## src/rtl/if_pc_fetch_pkg.sv

```systemverilog
// Shared constants, state encoding and JAL predecode helpers for the IF stage.
package if_pc_fetch_pkg;

    localparam int          ZCRV_ADDR_SIZE  = 32;
    localparam int          ZCRV_XLEN       = 32;
    localparam logic [31:0] ZCRV_RESET_PC   = 32'h0000_0000;
    localparam logic [6:0]  ZCRV_OPCODE_JAL = 7'b1101111;

    typedef enum logic [1:0] {
        IF_IDLE = 2'd0,
        IF_REQ  = 2'd1,
        IF_WAIT = 2'd2
    } if_state_e;

    // J-type immediate, bit 0 always zero; caller sign-extends bit 20.
    function automatic logic signed [20:0] jal_imm(input logic [31:12] hi);
        return {hi[31], hi[19:12], hi[20], hi[30:21], 1'b0};
    endfunction

    function automatic logic is_jal(input logic [6:0] opcode);
        return opcode == ZCRV_OPCODE_JAL;
    endfunction

endpackage

```

## src/rtl/if_inst_fifo.sv

```systemverilog
// Two-entry {inst, pc} buffer between the fetch bus and ID. Entry 0 is the
// head; when empty the head keeps the last delivered values.
module if_inst_fifo
    import if_pc_fetch_pkg::*;
#(
    parameter int ADDR_W = ZCRV_ADDR_SIZE,
    parameter int XLEN   = ZCRV_XLEN
) (
    input  logic              clk,
    input  logic              rst,
    input  logic              push_i,
    input  logic [XLEN-1:0]   push_inst_i,
    input  logic [ADDR_W-1:0] push_pc_i,
    input  logic              pop_i,
    input  logic              flush_i,
    output logic [1:0]        count_o,
    output logic              valid_o,
    output logic [XLEN-1:0]   inst_o,
    output logic [ADDR_W-1:0] pc_o
);

    logic [1:0]        count_q, count_d;
    logic [XLEN-1:0]   inst0_q, inst0_d, inst1_q, inst1_d;
    logic [ADDR_W-1:0] pc0_q, pc0_d, pc1_q, pc1_d;
    logic              pop_eff;
    logic              push_eff;

    // Next-state: shift the head on pop, place a push in the first free slot.
    always_comb begin
        count_d  = count_q;
        inst0_d  = inst0_q;
        pc0_d    = pc0_q;
        inst1_d  = inst1_q;
        pc1_d    = pc1_q;
        pop_eff  = pop_i && (count_q != 2'd0);
        push_eff = push_i && ((count_q != 2'd2) || pop_eff);

        if (flush_i) begin
            count_d = 2'd0;
        end else begin
            if (pop_eff && (count_q == 2'd2)) begin
                inst0_d = inst1_q;
                pc0_d   = pc1_q;
            end
            if (push_eff) begin
                if ((count_q == 2'd0) || ((count_q == 2'd1) && pop_eff)) begin
                    inst0_d = push_inst_i;
                    pc0_d   = push_pc_i;
                end else begin
                    inst1_d = push_inst_i;
                    pc1_d   = push_pc_i;
                end
            end
            count_d = count_q + {1'b0, push_eff} - {1'b0, pop_eff};
        end
    end

    // Head entry and occupancy; head is cleared on reset so ID sees zeros.
    always_ff @(posedge clk) begin
        if (rst) begin
            count_q <= 2'd0;
            inst0_q <= '0;
            pc0_q   <= '0;
        end else begin
            count_q <= count_d;
            inst0_q <= inst0_d;
            pc0_q   <= pc0_d;
        end
    end

    // Second entry is pure data and only meaningful while count is 2.
    always_ff @(posedge clk) begin
        inst1_q <= inst1_d;
        pc1_q   <= pc1_d;
    end

    assign count_o = count_q;
    assign valid_o = (count_q != 2'd0);
    assign inst_o  = inst0_q;
    assign pc_o    = pc0_q;

endmodule

```

## src/rtl/if_pc_fetch.sv

```systemverilog
// IF stage: PC generation, single-outstanding instruction-bus fetch, JAL
// predecode redirect and EX redirect handling, feeding a 2-entry buffer to ID.
module if_pc_fetch
    import if_pc_fetch_pkg::*;
#(
    parameter logic [31:0] RESET_PC = ZCRV_RESET_PC,
    parameter int          ADDR_W   = ZCRV_ADDR_SIZE,
    parameter int          XLEN     = ZCRV_XLEN
) (
    input  logic              clk,
    input  logic              rst,
    input  logic              ex_jump_valid,
    input  logic [ADDR_W-1:0] ex_jump_dest,
    output logic              ibus_req,
    output logic [ADDR_W-1:0] ibus_addr,
    input  logic              ibus_gnt,
    input  logic              ibus_rvalid,
    input  logic [XLEN-1:0]   ibus_rdata,
    output logic              id_valid,
    input  logic              id_ready,
    output logic [XLEN-1:0]   id_inst,
    output logic [ADDR_W-1:0] id_pc
);

    localparam logic [ADDR_W-1:0] ALIGN_MASK = {{(ADDR_W-2){1'b1}}, 2'b00};
    localparam logic [ADDR_W-1:0] RST_PC     = ADDR_W'(RESET_PC) & ALIGN_MASK;

    if_state_e         state_q, state_d;
    logic [ADDR_W-1:0] pc_q, pc_d;
    logic [ADDR_W-1:0] fetch_pc_q, fetch_pc_d;
    logic [ADDR_W-1:0] req_addr_q, req_addr_d;
    logic              req_pend_q, req_pend_d;
    logic              drop_q, drop_d;

    logic [1:0]          fifo_count;
    logic                outstanding;
    logic                rsp_fire;
    logic                rsp_accept;
    logic signed [20:0]  j_imm;
    logic [ADDR_W-1:0]   j_off;

    assign outstanding = (state_q == IF_WAIT);
    assign ibus_req    = (state_q == IF_REQ) &&
                         (({1'b0, fifo_count} + {2'b00, outstanding}) < 3'd2);
    // Once the request is visible its address is frozen until granted.
    assign ibus_addr   = req_pend_q ? req_addr_q : pc_q;
    assign rsp_fire    = outstanding && ibus_rvalid;
    assign rsp_accept  = rsp_fire && !drop_q && !ex_jump_valid;
    assign j_imm       = jal_imm(ibus_rdata[31:12]);
    assign j_off       = {{(ADDR_W-21){j_imm[20]}}, j_imm};

    // Fetch control: state, next PC, pending-request hold and drop tracking.
    always_comb begin
        state_d    = state_q;
        pc_d       = pc_q;
        fetch_pc_d = fetch_pc_q;
        req_addr_d = req_addr_q;
        req_pend_d = req_pend_q;
        drop_d     = drop_q;

        unique case (state_q)
            IF_IDLE: state_d = IF_REQ;
            IF_REQ: begin
                if (ibus_req && ibus_gnt) begin
                    state_d    = IF_WAIT;
                    fetch_pc_d = ibus_addr;
                    req_pend_d = 1'b0;
                end else if (ibus_req) begin
                    req_pend_d = 1'b1;
                    req_addr_d = ibus_addr;
                end
            end
            IF_WAIT: begin
                if (ibus_rvalid) begin
                    state_d = IF_REQ;
                end
            end
            default: state_d = IF_IDLE;
        endcase

        // A returning response always retires any pending drop.
        if (rsp_fire) begin
            drop_d = 1'b0;
        end

        // EX redirect wins over predecode; a bus transaction already in
        // flight for the old path must have its response discarded.
        if (ex_jump_valid) begin
            pc_d = ex_jump_dest & ALIGN_MASK;
            if (((state_q == IF_WAIT) && !ibus_rvalid) ||
                ((state_q == IF_REQ) && ibus_req)) begin
                drop_d = 1'b1;
            end
        end else if (rsp_accept) begin
            if (is_jal(ibus_rdata[6:0])) begin
                pc_d = (fetch_pc_q + j_off) & ALIGN_MASK;
            end else begin
                pc_d = fetch_pc_q + ADDR_W'(4);
            end
        end
    end

    // Control registers; synchronous reset aborts any bus transaction.
    always_ff @(posedge clk) begin
        if (rst) begin
            state_q    <= IF_IDLE;
            pc_q       <= RST_PC;
            fetch_pc_q <= RST_PC;
            req_addr_q <= RST_PC;
            req_pend_q <= 1'b0;
            drop_q     <= 1'b0;
        end else begin
            state_q    <= state_d;
            pc_q       <= pc_d;
            fetch_pc_q <= fetch_pc_d;
            req_addr_q <= req_addr_d;
            req_pend_q <= req_pend_d;
            drop_q     <= drop_d;
        end
    end

    if_inst_fifo #(
        .ADDR_W (ADDR_W),
        .XLEN   (XLEN)
    ) u_fifo (
        .clk         (clk),
        .rst         (rst),
        .push_i      (rsp_accept),
        .push_inst_i (ibus_rdata),
        .push_pc_i   (fetch_pc_q),
        .pop_i       (id_valid && id_ready),
        .flush_i     (ex_jump_valid),
        .count_o     (fifo_count),
        .valid_o     (id_valid),
        .inst_o      (id_inst),
        .pc_o        (id_pc)
    );

endmodule

```

## config.mk

```make
export PLATFORM = sky130hd
export DESIGN_NAME = if_pc_fetch
export DESIGN_NICKNAME = d
export VERILOG_FILES = /design/src/rtl/if_pc_fetch_pkg.sv /design/src/rtl/if_inst_fifo.sv /design/src/rtl/if_pc_fetch.sv
export SDC_FILE = /design/constraint.sdc
export NUM_CORES = 1
export LEC_CHECK = 0
export CORE_UTILIZATION = 49
export DETAILED_ROUTE_END_ITERATION = 7
export PLACE_DENSITY = 0.76
export SETUP_SLACK_MARGIN = 0.02
export SLEW_MARGIN = 20
export SYNTH_ARGS = -nofsm -noshare
export SYNTH_HDL_FRONTEND = slang
export SYNTH_SLANG_ARGS = --single-unit
```

## constraint.sdc

```tcl
create_clock -name clk -period 7.86 [get_ports clk]
set_input_delay 1.965 -clock clk [delete_from_list [all_inputs] [get_ports clk]]
set_output_delay 1.965 -clock clk [all_outputs]
set_load 0.05 [all_outputs]
```

Word level (Yosys, flattened, before mapping)
Index checks and enable logic that the tools add are counted.
Widths: inputs -> output; s select.

word-level totals
  register bits = 230
  latch bits = 0
  memory bits (writable) = 0
  ROM bits = 0
  bits of input ports = 70
  logic and storage cells = 76
  memories kept = 0

cells by class
  add/subtract/negate cells = 5
  multipliers = 0
  div/mod/pow operators = 0
  order comparisons = 1
  equality and inequality tests = 8
  shift-type cells = 0
  multiplexer cells = 18
  bitwise logic cells = 3
  reduce and logical (&&, ||, !) cells = 29

operators by type and width
  operator               number
  $mux 32                10
  $add 32x3->32 const B  1
  $add 32x32->32         1
  $logic_and 1x1->1      12
  $eq 7x7->1 const B     1
  $pmux 2 s3             1
  $reduce_and 2->1       3
  $reduce_and 3->1       2
  $reduce_bool 2->1      3
  $mux 1                 5
  $eq 2x1->1 const B     2
  $eq 2x2->1 const B     2
  $logic_not 2->1        2
  $mux 2                 2
  $ne 2x2->1 const B     2
  $add 2x1->3            1
  $logic_not 1->1        3
  $logic_or 1x1->1       3
  $lt 3x2->1 const B     1
  $not 1->1              3
  $add 2x1->2            1
  $ne 2x1->1 const B     1
  $reduce_or 2->1        1
  $sub 2x1->2            1

Depth between registers and ports, before layout
Gate-level depths: netlist of the first run.

  depth after elaboration = 8
  mapped depth = 12

Cells and area by module
A second synthesis of the first run with hierarchy kept.

second synthesis, totals
  cells, all modules = 1568
  area, all modules = 13681.9 um^2

by module, submodules not included
  module        times used  cells each  area an instance (um^2)  sequential area each (um^2)
  if_inst_fifo  1           745         7241.9                   3243.1
  if_pc_fetch   1           823         6439.9                   2001.9

Worst setup path before layout of the first run
No wires, ideal clock.

  path type = input-to-reg
  start point = in ex_jump_valid
  end point = reg u_fifo.inst1_q[0] (enable)
  arrival time = 6.977 ns
  data required time = 7.295 ns
  setup slack = 0.318 ns
  stages = 4
  path buffers = 3
  path through = clkbuf_1 -> buf_1 -> buf_1 -> nor3_1

on the way
  cells in the longest elaborated chain, start to end = 4
  elaborated cells between the ends (all ways) = 5
  classes of those cells = bitwise: 1; reduce/logical: 4

ends and longest elaborated chain
  item                                 RTL line            RTL
  start, declared                      if_pc_fetch.sv:12   input logic ex_jump_valid,
  $logic_not 1->1                      if_pc_fetch.sv:48   assign rsp_accept = rsp_fire && !drop_q && !ex_jump_valid;
  $logic_and 1x1->1                    if_pc_fetch.sv:48
  $logic_and 1x1->1                    if_inst_fifo.sv:36  push_eff = push_i && ((count_q != 2'd2) || pop_eff);
  $reduce_and 3->1 (no source line) *  -
  end signal, assigned                 if_inst_fifo.sv:73  inst1_q <= inst1_d;
  end, declared                        if_inst_fifo.sv:23  logic [XLEN-1:0] inst0_q, inst0_d, inst1_q, inst1_d;

Mark *: on every way between the ends. The rest lies on a longest branch, timed or not.
A chain may end at the register's enable or synchronous reset.

Worst setup path after layout of the first run
  start point = in ibus_rdata[21]
  end point = reg pc_q[29]

on the way
  cells in the longest elaborated chain, start to end = 4

ends and longest elaborated chain
  item                  RTL line            RTL
  start, declared       if_pc_fetch.sv:18   input logic [XLEN-1:0] ibus_rdata,
  $add 32x32->32        if_pc_fetch.sv:96   pc_d = (fetch_pc_q + j_off) & ALIGN_MASK;
  $mux 32               if_pc_fetch.sv:95   if (is_jal(ibus_rdata[6:0])) begin
  $mux 32               if_pc_fetch.sv:94   end else if (rsp_accept) begin
  $mux 32               if_pc_fetch.sv:88   if (ex_jump_valid) begin
  end signal, assigned  if_pc_fetch.sv:114  pc_q <= pc_d;
  end, declared         if_pc_fetch.sv:29   logic [ADDR_W-1:0] pc_q, pc_d;

No other way between the ends. The select of a mux whose other input is x is not followed.

==> results by group, run 1 <==
Power
  • Static Leak: 5.075 nW
  • Reg power frac: a little under half
  • Sw Ratio: between 20 and 30%
  • Gate power share: 15.5%
  • Max VDD drop: 0.1928 mV
  • Sw power: 786.3 µW
  • Clk pwr share: 38.7%
  • Overall power: 2.868 mW
  • P_int: 2.081 mW
  • P per Cell Area: about 210 mW/mm²

Finish
  • Share of cells above drive strength 1: 5.511%
  • Synth-to-layout area growth: 23.41%
  • # diodes: 0
  • Nets: 1463
  • Fillers: around 1900
  • Final Instance Area: 0.01373 mm²

Route
  • Drt first pass iters: 8
  • DRC errors left: 12
  • Wirelength per Cell: 18.35 µm
  • 1st-iter DRT viols: 770
  • DR vias/cell: a little under 6
  • Vias after detailed routing: about 9600
  • Final WL: 30440 µm
  • Final ANT Viol Nets: 0

STA
  • Unrepaired setup endpoints after global routing: no
  • Final hold violation count: 0
  • Period Utilization, post-route: a little over three fifths
  • Worst hold slack: 485.4 ps
  • Min cycle time layout: roughly 4900 ps
  • Sum of negative setup slack: 0 ps
  • Worst relative slew slack: 28.97%
  • Max-slew violation count: 0
  • Clock Skews: 10.70 ps
  • Worst slew pin tran: 1065 ps
  • # setup viols final: 0
  • Peak Freq: 0.2030 GHz

Clock network
  • Post-CTS Setup Inserts: 0
  • CTS clk-pin slew, worst paths: 60 ps
  • Number of gates resized after CTS: 0
  • Max H-tree Level: 1
  • Clock Tree Buf Depth: 3
  • TritonCTS clock tree: yes
  • CTS root buf: clkbuf_16
  • TritonCTS buffer count: 25
  • Cts hold-fix bufs: 0
  • Worst-skew pair later-pin latency: approximately 520 ps
  • Clk sink count: between 200 and 250

Floorplanning
  • Die Y: 152.7 µm
  • # IOs: 168
  • Die width: 152.7 µm
  • Row cnt: 54
  • Core ar.: 0.02203 mm²
  • Initial cell density of the core: 50.51%
  • Die area: 0.02331 mm²

Place
  • Hpwl dp: ~20000 µm
  • DP Area: 0.01294 mm²
  • RePlAce Congestion: 0.9107
  • Port Buf Inserts: 165

Global routing
  • Largest net degree at the start of global routing: 95
  • Total track usage: 25.62%
  • First-pass GRT wire length: between 40000 and 50000 µm
  • Initial antenna violation count: 0
  • Number of global-route vias before repair: 8933
  • Remaining global-route overflow: 0

Logic synthesis
  • Yosys warnings: 0
  • Seq/Total Area, Yosys: 47.15%
  • Mean Syn Cell Area: around 9 µm²
  • EDFF count, synth: 64
  • Post-synthesis net count: 1345
  • Syn Std Cell Area: 0.01112 mm²
  • Ys async rst share: 0%
  • Distinct cells, synth: between 60 and 70
  • Top_reg_cell synth: dfxtp_1
  • Flops & latches, synth: 230
  • Post-synthesis cell count: approximately 1200

Critical path
  • CP required: between 8000 and 9000 ps
  • Most common cell on crit path: o21ai_1
  • Startpoint types: input pin
  • Max incr delay on CP: 520 ps
  • Kind of critical path: in2reg
  • FF-to-FF End: pc_q[29]
  • Reg2reg setup slack: 4610 ps
  • Slowest library cell on the worst path: clkdlybuf4s50_1
  • Worst Path Buf+Inv: 1
  • Worst-path cell chain: clkdlybuf4s50_1, and2_1, fa_1, a211oi_2, o21ai_1, a311oi_2, nor3_2, o21ba_1, o41ai_2, o21ai_1, xor2_1, o211ai_1, o21ai_1
  • Worst R2R Start: fetch_pc_q[1]
  • CP top delay family: compound AO/OA/AOI/OAI gates
  • CP max FO: 4
  • CP Capture Type: register
  • R2r worst-path depth: 12
  • Arrival time worst endpoint: 5300 ps

Hold path
  • HP Start: pc_q[1]
  • WHS Path Cells: 2
  • Hold endpoint: pc_q[1]
  • Min-Delay Path Class: reg2reg

Run status
  • Failing checks: DRC
  • Outcome: finished, violations left

Job
  • # Max-Cap Violations: 0
flip-flops by register name (all words and copies together), names as in the netlist:
name            flops
fetch_pc_q         32
pc_q               32
req_addr_q         32
u_fifo.inst1_q     32
u_fifo.inst_o      32
u_fifo.pc1_q       32
u_fifo.pc_o        32
state_q             2
u_fifo.count_o      2
drop_q              1
req_pend_q          1
worst max-delay path by stage:
stage,startpoint,end,slack [ps],cells past startpoint
after global routing,ibus_rdata[21],pc_q[29],2810,13
after floorplan,ex_jump_valid,u_fifo.inst1_q[0],320,4
final,ibus_rdata[21],pc_q[29],2930,13
after global placement,ibus_rdata[21],pc_q[29],2530,13
after detailed placement,ibus_rdata[21],pc_q[29],2500,13
after CTS,req_pend_q,ibus_addr[17],2920,3
logic make-up (layout without fill, tap and decap cells):
family / count (synthesis) / in the layout / synth area share (%)
buf+inv: 133 / 270 / 4.488
flops: 230 / 230 / 47.15
xor+xnor: 57 / 57 / 4.488
mux: 32 / 32 / 2.879
fa+ha+maj: 33 / 33 / 3.779
simple gates: 464 / 464 / 17.76
compound gates: 293 / 293 / 19.46
per-layer routing:
layer | GRT usage [%] | vias to the layer above | share of wire [%]
li1 | - | 4686 | -
met1 | 33.70 | 4530 | 43
met2 | 43.71 | 339 | 48
met3 | 3.641 | 40 | 6.8
met4 | 7.504 | 0 | 2.2
met5 | 0 | - | 0
Yosys cell counts, drive strengths merged (2+ instances only):
| cell | n | share of area, % |
|---|---|---|
| nor2 | 260 | 8.8 |
| o21ai | 19 | 0.85 |
| nand2 | 71 | 2.4 |
| a211oi | 76 | 5.3 |
| nor4 | 3 | 0.17 |
| nand3 | 19 | 0.85 |
| o211ai | 8 | 0.54 |
| a222oi | 12 | 1.1 |
| or2 | 2 | 0.11 |
| o21bai | 4 | 0.27 |
| and2 | 6 | 0.34 |
| dfxtp | 166 | 30 |
| xor2 | 24 | 1.9 |
| inv | 45 | 1.5 |
| clkbuf | 76 | 2.6 |
| or3 | 5 | 0.28 |
| a31oi | 7 | 0.39 |
| mux2i | 32 | 2.9 |
| nand2b | 2 | 0.11 |
| a21boi | 4 | 0.27 |
| buf | 11 | 0.37 |
| o21a | 6 | 0.40 |
| edfxtp | 64 | 17 |
| a311oi | 3 | 0.35 |
| a211o | 3 | 0.24 |
| xnor2 | 33 | 2.6 |
| ha | 32 | 3.6 |
| o22a | 49 | 3.9 |
| nand4 | 12 | 0.67 |
| and3 | 7 | 0.39 |
| nor2b | 3 | 0.17 |
| o221ai | 8 | 0.63 |
| a21oi | 68 | 3.2 |
| a221oi | 5 | 0.39 |
| a21o | 10 | 0.67 |
| nor3 | 70 | 3.2 |
layout by cell type (no fill, tap or decap), drive strengths merged, types with 2 or more instances in the layout:
cell type / count
buf: 15
o21a: 6
nor3: 70
o221ai: 8
a211o: 3
a21oi: 68
o22a: 49
nor2b: 3
a31oi: 7
a311oi: 3
a222oi: 12
xor2: 24
nand2: 71
o21ai: 19
inv: 46
nand4: 12
dfxtp: 166
nand2b: 2
clkdlybuf4s50: 163
and3: 7
nor4: 3
or2: 2
mux2i: 32
clkbuf: 40
clkinv: 5
a21boi: 4
edfxtp: 64
xnor2: 33
a21o: 10
and2: 6
o211ai: 8
o21bai: 4
ha: 32
nand3: 19
a211oi: 76
a221oi: 5
or3: 5
nor2: 260
area by class of cell:
type | count | area, µm² | area share [%]
clock buffer | 40 | 742.0 | 5.405
clock inverter | 6 | 33.78 | 0.2461
inverter | 46 | 172.7 | 1.258
multi-input combinational | 879 | 5436 | 39.60
sequential | 230 | 5249 | 38.23
tap | 280 | 350.3 | 2.552
timing repair buffer | 178 | 1744 | 12.71
power groups by stage:
| stage | logic [mW] | registers, mW | clock network, mW |
|---|---|---|---|
| final | 0.444 | 1.31 | 1.11 |
| after global routing | 0.482 | 1.32 | 1.18 |
| after CTS | 0.443 | 1.31 | 1.13 |
| after detailed placement | 0.439 | 1.34 | 0 |
| after global placement | 0.433 | 1.34 | 0 |
| after floorplan | 0.299 | 1.33 | 0 |
worst min-delay path: cells and delay by family (launching register included):
family,cells,cell delay (ps)
flip-flops,1,310
AO/OA/AOI/OAI,1,70
AND/OR/NAND/NOR,1,50
metrics by stage:
stage	utilization, %	worst slack, ps	instances
after CTS	62.26	2923	1659
after global routing	62.33	2812	1659
final	62.33	2934	1659
after floorplan	-	318.0	1242
after global placement	58.73	2529	1613
after detailed placement	58.74	2497	1613
Note: power is estimated with default switching activity, not from simulation.
==> run 2, diff against run 1 <==
Clock period 7.86 ns to 4.1 ns, I/O delays scaled along.
==> results by group, run 2 (synthesized netlist as in run 1, its figures left out) <==
Critical path
  • Slowest library cell on the worst path: clkdlybuf4s50_1 (unchanged)
  • CP max FO: 3 (was 4)
  • CP top delay family: compound AO/OA/AOI/OAI gates (unchanged)
  • CP Capture Type: register (unchanged)
  • Kind of critical path: in2reg (unchanged)
  • Arrival time worst endpoint: 4130 ps (was 5300 ps)
  • Most common cell on crit path: o21ai_1 (unchanged)
  • Max incr delay on CP: 440 ps (was 520 ps)
  • CP required: 4500 ps (was 8240 ps)
  • Worst-path cell chain: clkdlybuf4s50_1, and2_1, fa_1, a211oi_2, o21ai_1, a311oi_2, nor3_2, o21ba_1, o41ai_2, o21ai_1, xor2_1, o211ai_1, o21ai_1 (unchanged)
  • Worst Path Buf+Inv: 1 (unchanged)
  • Startpoint types: input pin (unchanged)

Global routing
  • First-pass GRT wire length: 50210 µm (was 48180 µm)
  • Initial antenna violation count: 0 (unchanged)
  • Largest net degree at the start of global routing: 68 (was 95)
  • Number of global-route vias before repair: 9602 (was 8933)
  • Remaining global-route overflow: 0 (unchanged)
  • Total track usage: 26.76% (was 25.62%)

STA
  • Max-slew violation count: 0 (unchanged)
  • # setup viols final: 0 (unchanged)
  • Period Utilization, post-route: 91.13%
  • Worst hold slack: 469.3 ps (was 485.4 ps)
  • Worst slew pin tran: 772.4 ps (was 1065 ps)
  • Peak Freq: 0.2676 GHz
  • Min cycle time layout: 3736 ps
  • Clock Skews: 14.29 ps (was 10.70 ps)
  • Worst relative slew slack: 48.08% (was 28.97%)
  • Final hold violation count: 0 (unchanged)
  • Unrepaired setup endpoints after global routing: no (unchanged)

Route
  • Top sig layer: met4 (unchanged)
  • Met3 WL: 2039 µm (was 2082 µm)
  • Wirelength per Cell: 18.44 µm (was 18.35 µm)
  • Wl on met1: 12930 µm (was 13040 µm)
  • Drt first pass iters: 8 (unchanged)
  • 1st-iter DRT viols: 642 (was 770)
  • DRC errors left: 8 (was 12)
  • Final ANT Viol Nets: 0 (unchanged)
  • Vias after detailed routing: 9789 (was 9595)
  • DR vias/cell: 5.803 (was 5.784)
  • Met2 routed WL: 15310 µm (was 14650 µm)
  • Final WL: 31100 µm (was 30440 µm)

Finish
  • Nets: 1490 (was 1463)
  • Share of cells above drive strength 1: 7.605% (was 5.511%)
  • Synth-to-layout area growth: 26.15% (was 23.41%)
  • Most frequent cells in the layout: nor2_1, dfxtp_1, clkdlybuf4s50_1 (unchanged)
  • # diodes: 0 (unchanged)
  • Most common cell after layout, fill and taps aside: nor2_1 (unchanged)
  • Final Instance Area: 0.01403 mm² (was 0.01373 mm²)
  • Final Non-Filler Cells: 1687 (was 1659)

Power
  • P_int: 4.140 mW (was 2.081 mW)
  • Reg power frac: 43.9% (was 45.8%)
  • P per Cell Area: 405.8 mW/mm² (was 208.9 mW/mm²)
  • Static Leak: 5.267 nW (was 5.075 nW)
  • Max VDD drop: 0.3203 mV (was 0.1928 mV)
  • Sw power: 1.555 mW (was 786.3 µW)
  • Gate power share: 15.6% (was 15.5%)
  • Sw Ratio: 27.30% (was 27.42%)
  • Clk pwr share: 40.5% (was 38.7%)

Floorplanning
  • Initial cell density of the core: 50.51% (unchanged)
  • Die Y: 152.7 µm (unchanged)
  • Die area: 0.02331 mm² (unchanged)
  • # IOs: 168 (unchanged)
  • Core ar.: 0.02203 mm² (unchanged)
  • Die width: 152.7 µm (unchanged)
  • Row cnt: 54 (unchanged)

Job
  • # Max-Cap Violations: 0 (unchanged)

Hold path
  • Min-Delay Path Class: reg2reg (unchanged)

Run status
  • Outcome: finished, violations left (unchanged)
  • Failing checks: DRC (unchanged)

Clock network
  • Post-CTS Setup Inserts: 0 (unchanged)
  • Number of gates resized after CTS: 0 (unchanged)
  • CTS root buf: clkbuf_16 (unchanged)
  • Max H-tree Level: 1 (unchanged)
  • Worst-skew pair later-pin latency: 530 ps (was 520 ps)
  • TritonCTS buffer count: 26 (was 25)
  • Cts hold-fix bufs: 0 (unchanged)
  • Clock Tree Buf Depth: 3 (unchanged)
  • Clk sink count: 230 (unchanged)
  • CTS clk-pin slew, worst paths: 60 ps (about the same)
  • TritonCTS clock tree: yes (unchanged)

Place
  • Hpwl dp: 20900 µm (was 20070 µm)
  • DP Area: 0.01318 mm² (was 0.01294 mm²)
  • RePlAce Congestion: 0.9255 (was 0.9107)
  • Dpl cells: 1639 (was 1613)
  • Port Buf Inserts: 165 (unchanged)
==> run 2: cell count changes in the layout (fill, tap and decap cells not counted), moves of 2 or more <==
| cell | previous run | this run |
|---|---|---|
| buf_4 | 15 | 38 |
| clkbuf_8 | 6 | 2 |
| clkinv_4 | 0 | 3 |
| buf_12 | 0 | 3 |
| clkbuf_1 | 9 | 3 |
| clkinv_2 | 2 | 6 |
| bufinv_16 | 0 | 2 |
| clkbuf_16 | 25 | 27 |
==> run 2: final cells by class <==
cell class | count | area [µm²]
inverter | 46 | 172.7
tap | 280 | 350.3
timing repair buffer | 204 | 1977
clock buffer | 32 | 714.4
clock inverter | 16 | 143.9
fill | 1824 | 7993
sequential | 230 | 5246
multi-input combinational | 879 | 5429
==> run 2: power groups by stage <==
stage / sequential (mW) / combinational (mW) / clock (mW)
3_5_place_dp: 2.55 / 0.876 / 0
3_3_place_gp: 2.55 / 0.863 / 0
6_report: 2.50 / 0.887 / 2.31
5_1_grt: 2.51 / 0.963 / 2.43
2_1_floorplan: 2.55 / 0.574 / 0
4_1_cts: 2.50 / 0.885 / 2.34
==> run 2: worst paths after layout <==
check,endpoint,startpoint,cells after the start,slack (ps)
min reg2reg,pc_q[1],pc_q[1],2,470
max,pc_q[29],ibus_rdata[21],13,360
min,pc_q[1],pc_q[1],2,470
max reg2reg,pc_q[29],fetch_pc_q[1],12,960
==> run 2: through the flow <==
step	worst slack, ps	power [mW]	setup TNS (ps)	utilization (%)
after global placement	-112.9	3.410	-279.9	59.82
after global routing	183.4	5.906	0	63.71
after floorplan	414.8	3.122	0	-
after CTS	399.1	5.727	0	63.71
final	363.6	5.695	0	63.71
after detailed placement	-106.9	3.426	-239.1	59.82
==> run 2: routing by layer <==
layer | global-route usage, % | vias to the layer above
li1 | - | 4737
met1 | 33.58 | 4671
met2 | 46.81 | 321
met3 | 4.152 | 60
met4 | 8.995 | 0
met5 | 0 | -
==> run 2: worst reg2reg max path, stage by stage, from the launching register on <==
cell and delay, ps:
dfxtp_1 360, and2_1 170, fa_1 420, a211oi_2 250
o21ai_1 150, a311oi_2 370, nor3_2 140, o21ba_1 210
o41ai_2 380, o21ai_1 140, xor2_1 160, o211ai_1 170
o21ai_1 90
